**src/rtl/ft_pkg.sv**
```systemverilog
// ---------------------------------------------------------------------------
// ft_pkg
// Shared definitions for the FT245 bus scheduler slice.
//   - ft_state_e : scheduler FSM states
//   - ft_grant_e : identity of the last granted requester
//   - default timing parameters, counter width
//   - packet framing symbols (header, trailer, error)
//   - ft_max     : helper used to size recovery phases
// ---------------------------------------------------------------------------
package ft_pkg;

  typedef enum logic [2:0] {
    IDLE,
    RD_STROBE,
    RD_RECOVER,
    WR_SETUP,
    WR_STROBE,
    WR_RECOVER
  } ft_state_e;

  typedef enum logic {
    GRANT_RD = 1'b0,
    GRANT_WR = 1'b1
  } ft_grant_e;

  localparam int unsigned FT_RD_LOW_CYC_DEF  = 5;
  localparam int unsigned FT_RD_HIGH_CYC_DEF = 4;
  localparam int unsigned FT_WR_HIGH_CYC_DEF = 4;
  localparam int unsigned FT_WR_LOW_CYC_DEF  = 4;
  localparam int unsigned FT_SYNC_STAGES_DEF = 2;

  // Phase counters hold (length - 1); all phase lengths must fit below 256.
  localparam int unsigned FT_CNT_W = 8;

  localparam logic [7:0]  FT_HDR_SYM = 8'h55;
  localparam int unsigned FT_HDR_LEN = 12;
  localparam logic [7:0]  FT_TRL_SYM = 8'hAA;
  localparam int unsigned FT_TRL_LEN = 8;
  localparam logic [7:0]  FT_ERR_SYM = 8'hEE;

  function automatic int unsigned ft_max(input int unsigned a, input int unsigned b);
    return (a > b) ? a : b;
  endfunction

endpackage

```
**src/rtl/ft_flag_sync.sv**
```systemverilog
// ---------------------------------------------------------------------------
// ft_flag_sync
// Multi-flop synchronizer for one asynchronous active-low FT245 flag.
// Resets to 1 so a flag reads as "not ready" until real samples arrive.
// Ports:
//   clk   in  system clock
//   rst_n in  synchronous active-low reset
//   d_i   in  raw asynchronous flag
//   q_o   out synchronized flag (last stage)
// ---------------------------------------------------------------------------
module ft_flag_sync
  import ft_pkg::*;
#(
  parameter int unsigned STAGES = FT_SYNC_STAGES_DEF
) (
  input  logic clk,
  input  logic rst_n,
  input  logic d_i,
  output logic q_o
);

  logic [STAGES-1:0] sync_q;

  // Shift chain; stage 0 is the only flop that sees the asynchronous input.
  always_ff @(posedge clk) begin
    if (!rst_n) begin
      sync_q <= '1;
    end else begin
      sync_q[0] <= d_i;
      for (int i = 1; i < int'(STAGES); i++) begin
        sync_q[i] <= sync_q[i-1];
      end
    end
  end

  assign q_o = sync_q[STAGES-1];

endmodule

```
**src/rtl/ft_bus_sched.sv**
```systemverilog
// ---------------------------------------------------------------------------
// ft_bus_sched
// Schedules read and write transfers on an FT245-style parallel FIFO bus.
// Reads move bytes into a one-deep rx holding register (valid/ready out);
// writes take bytes from a valid/ready source and strobe them onto the bus.
// Ports:
//   clk, rst_n       clock, synchronous active-low reset
//   FT_RXFn, FT_TXEn asynchronous FT245 status flags (low = data / space)
//   FT_RDn, FT_WR    bus strobes (RDn active low, WR latched on falling edge)
//   FT_DATA_In/Out   shared bus data, FT_DATA_OE = FPGA drives the bus
//   rx_data/valid/ready  received byte stream
//   tx_data/valid/ready  transmit byte stream (tx_ready is a 1-cycle accept)
//   busy             scheduler not in IDLE
// ---------------------------------------------------------------------------
module ft_bus_sched
  import ft_pkg::*;
#(
  parameter int unsigned RD_LOW_CYC  = FT_RD_LOW_CYC_DEF,
  parameter int unsigned RD_HIGH_CYC = FT_RD_HIGH_CYC_DEF,
  parameter int unsigned WR_HIGH_CYC = FT_WR_HIGH_CYC_DEF,
  parameter int unsigned WR_LOW_CYC  = FT_WR_LOW_CYC_DEF,
  parameter int unsigned SYNC_STAGES = FT_SYNC_STAGES_DEF
) (
  input  logic       clk,
  input  logic       rst_n,
  input  logic       FT_RXFn,
  input  logic       FT_TXEn,
  output logic       FT_RDn,
  output logic       FT_WR,
  input  logic [7:0] FT_DATA_In,
  output logic [7:0] FT_DATA_Out,
  output logic       FT_DATA_OE,
  output logic [7:0] rx_data,
  output logic       rx_valid,
  input  logic       rx_ready,
  input  logic [7:0] tx_data,
  input  logic       tx_valid,
  output logic       tx_ready,
  output logic       busy
);

  // Recovery phases must outlast the synchronizer so the flag sampled on
  // return to IDLE reflects the FT245 state after the strobe, not before it.
  localparam int unsigned RD_REC_CYC = ft_max(RD_HIGH_CYC, SYNC_STAGES + 1);
  localparam int unsigned WR_REC_CYC = ft_max(WR_LOW_CYC, SYNC_STAGES + 1);

  localparam logic [FT_CNT_W-1:0] RD_LOW_LOAD  = FT_CNT_W'(RD_LOW_CYC - 1);
  localparam logic [FT_CNT_W-1:0] RD_REC_LOAD  = FT_CNT_W'(RD_REC_CYC - 1);
  localparam logic [FT_CNT_W-1:0] WR_HIGH_LOAD = FT_CNT_W'(WR_HIGH_CYC - 1);
  localparam logic [FT_CNT_W-1:0] WR_REC_LOAD  = FT_CNT_W'(WR_REC_CYC - 1);

  ft_state_e state_q, state_d;
  ft_grant_e lastGrant_q, lastGrant_d;
  logic [FT_CNT_W-1:0] cnt_q, cnt_d;

  logic       rdn_q, rdn_d;
  logic       wr_q, wr_d;
  logic       oe_q, oe_d;
  logic [7:0] dout_q, dout_d;
  logic [7:0] rxData_q, rxData_d;
  logic       rxValid_q, rxValid_d;

  logic rxfSync;
  logic txeSync;
  logic readElig;
  logic writeElig;
  logic grantRd;
  logic grantWr;
  logic rxLoad;

  ft_flag_sync #(.STAGES(SYNC_STAGES)) u_rxf_sync (
    .clk   (clk),
    .rst_n (rst_n),
    .d_i   (FT_RXFn),
    .q_o   (rxfSync)
  );

  ft_flag_sync #(.STAGES(SYNC_STAGES)) u_txe_sync (
    .clk   (clk),
    .rst_n (rst_n),
    .d_i   (FT_TXEn),
    .q_o   (txeSync)
  );

  // A read may start while the holding register drains in the same cycle,
  // which keeps back-to-back reads free of a bubble.
  assign readElig  = ~rxfSync & (~rxValid_q | rx_ready);
  assign writeElig = ~txeSync & tx_valid;

  // Next-state logic. Each phase counter is loaded with (length - 1) on
  // entry and the phase ends on the cycle it reads zero, so every phase is
  // at least one cycle long. Contention alternates using lastGrant.
  always_comb begin
    state_d     = state_q;
    cnt_d       = cnt_q;
    lastGrant_d = lastGrant_q;
    grantRd     = 1'b0;
    grantWr     = 1'b0;
    case (state_q)
      IDLE: begin
        if (readElig && (!writeElig || lastGrant_q == GRANT_WR)) begin
          grantRd     = 1'b1;
          state_d     = RD_STROBE;
          cnt_d       = RD_LOW_LOAD;
          lastGrant_d = GRANT_RD;
        end else if (writeElig) begin
          grantWr     = 1'b1;
          state_d     = WR_SETUP;
          cnt_d       = '0;
          lastGrant_d = GRANT_WR;
        end
      end
      RD_STROBE: begin
        if (cnt_q == '0) begin
          state_d = RD_RECOVER;
          cnt_d   = RD_REC_LOAD;
        end else begin
          cnt_d = cnt_q - 1'b1;
        end
      end
      RD_RECOVER: begin
        if (cnt_q == '0) begin
          state_d = IDLE;
        end else begin
          cnt_d = cnt_q - 1'b1;
        end
      end
      WR_SETUP: begin
        state_d = WR_STROBE;
        cnt_d   = WR_HIGH_LOAD;
      end
      WR_STROBE: begin
        if (cnt_q == '0) begin
          state_d = WR_RECOVER;
          cnt_d   = WR_REC_LOAD;
        end else begin
          cnt_d = cnt_q - 1'b1;
        end
      end
      WR_RECOVER: begin
        if (cnt_q == '0) begin
          state_d = IDLE;
        end else begin
          cnt_d = cnt_q - 1'b1;
        end
      end
      default: begin
        state_d = IDLE;
        cnt_d   = '0;
      end
    endcase
  end

  // Bus strobes are registered from the next state so the pins come
  // straight off flops. OE stays up for one cycle after FT_WR falls so
  // the FT245 sees stable data across its latching edge.
  always_comb begin
    rdn_d  = (state_d != RD_STROBE);
    wr_d   = (state_d == WR_STROBE);
    oe_d   = (state_d == WR_SETUP) || (state_d == WR_STROBE) ||
             ((state_d == WR_RECOVER) && (state_q == WR_STROBE));
    dout_d = grantWr ? tx_data : dout_q;
  end

  // Holding register: the bus byte is captured on the last strobe cycle,
  // and a consumer handshake empties it on the following edge.
  always_comb begin
    rxLoad    = (state_q == RD_STROBE) && (cnt_q == '0);
    rxData_d  = rxData_q;
    rxValid_d = rxValid_q;
    if (rxValid_q && rx_ready) begin
      rxValid_d = 1'b0;
    end
    if (rxLoad) begin
      rxData_d  = FT_DATA_In;
      rxValid_d = 1'b1;
    end
  end

  // Reset parks the bus idle and drops any partially strobed byte; the
  // last grant starts as write so the first contention goes to read.
  always_ff @(posedge clk) begin
    if (!rst_n) begin
      state_q     <= IDLE;
      cnt_q       <= '0;
      lastGrant_q <= GRANT_WR;
      rdn_q       <= 1'b1;
      wr_q        <= 1'b0;
      oe_q        <= 1'b0;
      dout_q      <= '0;
      rxData_q    <= '0;
      rxValid_q   <= 1'b0;
    end else begin
      state_q     <= state_d;
      cnt_q       <= cnt_d;
      lastGrant_q <= lastGrant_d;
      rdn_q       <= rdn_d;
      wr_q        <= wr_d;
      oe_q        <= oe_d;
      dout_q      <= dout_d;
      rxData_q    <= rxData_d;
      rxValid_q   <= rxValid_d;
    end
  end

  assign FT_RDn      = rdn_q;
  assign FT_WR       = wr_q;
  assign FT_DATA_OE  = oe_q;
  assign FT_DATA_Out = dout_q;
  assign rx_data     = rxData_q;
  assign rx_valid    = rxValid_q;
  assign tx_ready    = grantWr;
  assign busy        = (state_q != IDLE);

endmodule
```
**config.mk**
```make
export PLATFORM = sky130hd
export DESIGN_NAME = ft_bus_sched
export DESIGN_NICKNAME = d
export VERILOG_FILES = /design/src/rtl/ft_pkg.sv /design/src/rtl/ft_flag_sync.sv /design/src/rtl/ft_bus_sched.sv
export SDC_FILE = /design/constraint.sdc
export NUM_CORES = 1
export LEC_CHECK = 0
export BUFFER_PORTS_ARGS = -buffer_cell sky130_fd_sc_hd__buf_2
export CAP_MARGIN = 0
export CORE_ASPECT_RATIO = 1.75
export CORE_MARGIN = 10
export CORE_UTILIZATION = 46
export CTS_CLUSTER_SIZE = 12
export DETAILED_ROUTE_END_ITERATION = 12
export PLACE_DENSITY = 0.74
export SETUP_SLACK_MARGIN = 0.2
export SYNTH_ARGS = -nofsm -noshare
export SYNTH_HDL_FRONTEND = slang
export SYNTH_HIERARCHICAL = 1
export SYNTH_SLANG_ARGS = --single-unit
export TNS_END_PERCENT = 20
```
**constraint.sdc**
```tcl
create_clock -name clk -period 1.85 [get_ports clk]
set_input_delay 0.37 -clock clk [delete_from_list [all_inputs] [get_ports clk]]
set_output_delay 0.37 -clock clk [all_outputs]
set_load 0.02 [all_outputs]
```
Word-level counts from Yosys, hierarchy flattened
Index checks and enable logic that the tools add are counted.
Widths: inputs -> output; s select.
- bits in registers: 36
- output and inout port bits: 22
- word-level logic and storage cells: 64
- input port bits: 22
- equal/unequal tests: 11
- mux-type cells: 18
- reduce and logical (&&, ||, !) cells: 17
- bitwise operators: 6
- add/subtract/negate cells: 1
- operator list (cell ; number):
    $mux 8 ; 4
    $pmux 8 s4 ; 1
    $mux 3 ; 5
    $pmux 3 s5 ; 1
    $eq 3x3->1 const B ; 4
    $eq 3x2->1 const B ; 3
    $logic_not 8->1 ; 1
    $sub 8x1->8 const B ; 1
    $mux 1 ; 7
    $logic_and 1x1->1 ; 4
    $reduce_and 2->1 ; 2
    $reduce_bool 2->1 ; 2
    $reduce_or 2->1 ; 2
    $eq 3x1->1 const B ; 1
    $logic_not 3->1 ; 1
    $logic_or 1x1->1 ; 3
    $ne 3x1->1 const B ; 1
    $ne 3x3->1 const B ; 1
    $not 1->1 ; 3
    $reduce_bool 3->1 ; 1
    $and 1x1->1 ; 2
    $ne 2x2->1 const B ; 1
    $logic_not 1->1 ; 1
    $or 1x1->1 ; 1

Longest topological paths before layout
- word-level depth: 10
- mapped depth: 8
- depth with buffers taken out: 7

By module
Netlist, hierarchy kept.
- modules (own cells, without submodules) (module ; times used ; area each (µm²) ; cells an instance):
    ft_bus_sched ; 1 ; 1512.7 ; 174
    ft_flag_sync ; 2 ; 52.6 ; 4

Least setup slack after synthesis
Ideal clock, no wire load.
- path kind: register -> register
- from: reg cnt_q[0]
- to: reg rxData_q[0] (netlist: rx_data[0])
- data arrival time: 1.851 ns
- buffers on the path: 1
- cell stages (with the launch flop): 9
- path slack: -0.117 ns
- data required time: 1.734 ns
- path through: dfxtp_1 > inv_1 > ha_1 > nor3b_1 > nand2_2 > or4b_1 > buf_6 > mux2i_1 > nor2b_1
- word-level cells in the longest chain between the ends: 2
- RTL lines (what ; RTL line ; text):
    start: declaration ; ft_bus_sched.sv:54 ; logic [FT_CNT_W-1:0] cnt_q, cnt_d;
    start signal: assignment ; ft_bus_sched.sv:195 ; cnt_q <= cnt_d;
    $logic_not 8->1 ; ft_bus_sched.sv:168 ; rxLoad = (state_q == RD_STROBE) && (cnt_q == '0);
    $logic_and 1x1->1 ; ft_bus_sched.sv:168 ;
    end signal: assignment ; ft_bus_sched.sv:201 ; rxData_q <= rxData_d;
    end: declaration ; ft_bus_sched.sv:60 ; logic [7:0] rxData_q, rxData_d;
Every way passes these cells.
A chain may end at the register's enable or synchronous reset.

Worst setup path in the final report
- from: reg cnt_q[1]
- to: reg rxData_q[6] (netlist: rx_data[6])
The elaborated chain is that of the path after synthesis.

==> reports/results.env <==
CRIT_PATH_START_KIND='register'
POWER.STATIC_LEAKAGE_nW=1.05
ANTENNA_VIOLATIONS_BEFORE_REPAIR=0
GRT_MAX_DEGREE=23
AREA_USED_BY_SEQUENTIAL_LOGIC_IN_THE_LAYOUT_UM2=727
GR_OVFL_TOTAL=0
FRACTION_OF_LAYOUT_CELLS_WITH_A_SIZE_SUFFIX_ABOVE_1_PCT=40.6
POSTSYNTHNETCOUNT=205
AREA_GROWTH_PCT=39.0
RSZ0062_AT_GRT='yes'
DESIGN.DIE.AREA_MM2=0.00638
CRITICAL_PATH_ARRIVAL_NS=1.99
STATUS='complete, no violations'
GP_CONGESTION=0.820
WORSTMARGINPINSLEW_NS=0.514
FINALHOLDVIOLATIONS=0
SYN_AREA_MM2=0.00162
ROUTE.DETAILED.DRC=0
SYNTH_TOP_AREA_SHARE_PCT=44.5
DESIGN.FINAL.NETS=273
CORE_REGION_AREA_MM2=0.00340
VIAS=1551
PERIOD_MINUS_SLACK_NS=1.80
CLK_PIN_SLEW_NS=0.08
CTS_MAX_LEVEL=2
FILLERINSTANCES=296
GRT.TOTAL_USAGE_PCT=14.2
POST_SYNTH_INST_COUNT=182
MEAN_SYN_CELL_AREA_UM2=8.89
POST_DETAILED_ROUTE_VIA_TO_CELL_RATIO=5.24
GRT_PASS1_WL_UM=7310
CP-END-KIND='register'
NETLIST-CELL-TYPE-COUNT=39
FLOORPLAN.DIE.HEIGHT_UM=98.5
SYNTH_SEQ_AREA_SHARE_PCT=44.5
WORSTHOLDPATHTYPE='primary input to register'
CRITICAL_PATH_REQUIRED_NS=2.04
WORST_SLACK_NS=0.0549
VDD_DROP_MAX_mV=0.789
CAP_VIOL_MAX_COUNT=0
MULTI_INPUT_AREA_UM2=928
SYNTH_TOP_AREA_CELL='sky130_fd_sc_hd__dfxtp_1'
LAYOUT_COMMONEST_CELL='sky130_fd_sc_hd__buf_2'
DP_HPWL_UM=3200
ROWS=28
DIE_X_UM=64.8
CRITICALPATHCATEGORY='register to register'
TIMING.FINAL.MAX_SLEW_VIOLATIONS=0
VIA_COUNT_OF_THE_FIRST_GLOBAL_ROUTING_PASS=1612
MAX-CLOCK-PATH-BUFFERS=2
CELLPOWERDENSITY_mW_PER_MM2=1420
CTS_TREE='done'
QUANTITY_OF_I_O_BUFFERS_INSERTED_ON_PORTS=43
TIMING.MAX_SLEW.REL_SLACK_PCT=65.4
LAYOUT.CELL_AREA.NON_FILLER_MM2=0.00225
CLOCK_TREE.ROOT_CELL='sky130_fd_sc_hd__clkbuf_8'
DETAIL_ROUTE.FIRST_PASS.ITERATIONS=4
MAXCLOCKFREQUENCY_GHz=0.557
YOSYS-TOP-CELLS-AREA='sky130_fd_sc_hd__dfxtp_1, sky130_fd_sc_hd__a21boi_0, sky130_fd_sc_hd__mux2i_1'
YOSYS_WARNINGS=6
CRITICAL_PATH.MAX_FANOUT=5
AVGROUTEDWIREPERCELL_UM=15.2
INSERTEDDIODECOUNT=0
FINCLKSKEW_NS=0.00461
TRITONCTS_NUM_SINKS=36
IOPINCOUNT=44
POSTROUTEWIRELENGTH_UM=4490
DRT-INITIAL-DRC-COUNT=52
SETUP_VIOLATING_ENDPOINT_COUNT_IN_THE_FINAL_REPORT=0
FLOORPLAN.INITIALDENSITY_PCT=47.6
PLACED_CELL_AREA_MM2=0.00205
MIN_PERIOD_OVER_PERIOD_PCT=97.0
CTS.HOLD.BUFFERS_ADDED=0
YOSYS_REGISTER_BITS=36
DP_SLACK_NS=-0.0341
CTS_BUFFERS=5
CLK_LATENCY_NS=0.30
LAYOUT_COMMON_CELLS='sky130_fd_sc_hd__buf_2, sky130_fd_sc_hd__dfxtp_1, sky130_fd_sc_hd__buf_4'
ANT_NETS=0
final timing paths:
| kind | from | end | slack [ns] | depth (start not counted) |
|---|---|---|---|---|
| max | cnt_q[1] | rx_data[6] | 0.05 | 8 |
| min | FT_TXEn | u_txe_sync/sync_q[0] | 0.25 | 2 |
| min reg2reg | u_rxf_sync/sync_q[0] | u_rxf_sync/sync_q[1] | 0.41 | 1 |
| max reg2reg | cnt_q[1] | rx_data[6] | 0.05 | 8 |
final cells by class:
cell class | count | share of cell area [%]
inverter | 5 | 0.835
clock inverter | 2 | 0.723
timing repair buffer | 70 | 19.1
clock buffer | 6 | 3.23
sequential | 36 | 32.3
multi-input combinational | 132 | 41.3
tap | 45 | 2.50
registers in the layout (all words and copies together), names as in the netlist:
name	cells
rx_valid	1
FT_DATA_Out	8
rx_data	8
state_q	3
FT_DATA_OE	1
FT_RDn	1
FT_WR	1
u_txe_sync/sync_q	2
u_rxf_sync/sync_q	2
lastGrant_q	1
cnt_q	8
power by group:
| group | internal, mW | switching (mW) |
|---|---|---|
| registers | 0.902 | 0.117 |
| logic | 0.801 | 0.803 |
| clock network | 0.268 | 0.302 |
cells in the mapped netlist (all sizes together):
| cell type | n |
|---|---|
| o21bai | 1 |
| xnor2 | 1 |
| or4 | 2 |
| o2111ai | 1 |
| nand3 | 14 |
| o21ai | 6 |
| o21a | 2 |
| buf | 1 |
| a21oi | 5 |
| and4b | 1 |
| mux2i | 8 |
| nor4 | 3 |
| nand4b | 1 |
| or2 | 1 |
| nor2b | 12 |
| a21o | 1 |
| or4b | 1 |
| ha | 1 |
| a21boi | 11 |
| nor3 | 4 |
| o211ai | 3 |
| clkbuf | 8 |
| inv | 5 |
| o31ai | 1 |
| dfxtp | 36 |
| and2 | 2 |
| xor2 | 3 |
| a31oi | 4 |
| and3b | 1 |
| nand3b | 2 |
| nor2 | 8 |
| o31a | 1 |
| nand2 | 19 |
| nor3b | 4 |
| nand2b | 6 |
| nand4 | 1 |
| or3 | 1 |
repair_timing:
item | 4_1_cts | 5_1_grt
buffers inserted | 2 | 1
cloned | 1 | 0
endpoints found under the setup margin | 15 | 22
resized for setup | 6 | 19
pin swaps | 1 | 19
logic make-up (layout without fill, tap and decap cells):
| group | Yosys count | after routing | synth area share (%) |
|---|---|---|---|
| adders and majority gates | 1 | 1 | 0.773 |
| buffers and inverters | 14 | 83 | 3.71 |
| DFF | 36 | 36 | 44.5 |
| and+or+nand+nor | 83 | 83 | 29.0 |
| muxes | 8 | 8 | 4.95 |
| AOI/OAI and AO/OA | 36 | 36 | 14.8 |
| xor gates and xnor gates | 4 | 4 | 2.17 |
worst max-delay path: stages (launching register included):
cell	delay, ns
sky130_fd_sc_hd__dfxtp_2	0.32
sky130_fd_sc_hd__inv_2	0.06
sky130_fd_sc_hd__ha_4	0.13
sky130_fd_sc_hd__nor3b_4	0.20
sky130_fd_sc_hd__nand2_2	0.09
sky130_fd_sc_hd__or4b_4	0.51
sky130_fd_sc_hd__buf_6	0.16
sky130_fd_sc_hd__mux2i_1	0.16
sky130_fd_sc_hd__nor2b_1	0.06
metrics by stage:
| stage | hold slack, ns | TNS (ns) | utilization, % | std cells | total power [mW] |
|---|---|---|---|---|---|
| after floorplan | 0.386 | 0 | - | 182 | 1.88 |
| after global placement | 0.389 | 0 | 60.2 | 284 | 2.36 |
| after detailed placement | 0.396 | -0.121 | 60.2 | 284 | 2.38 |
| after CTS | 0.250 | 0 | 64.1 | 295 | 3.03 |
| after global routing | 0.255 | -0.277 | 66.2 | 296 | 3.40 |
| final | 0.249 | 0 | 66.2 | 296 | 3.19 |
per-layer routing:
metal	track usage (%)	share of wire, %	vias up
li1	-	-	773
met1	13.6	37	730
met2	25.8	55	37
met3	4.54	5.0	11
met4	7.12	2.8	0
met5	0	0	-
Power figures use the tool's default switching activity.
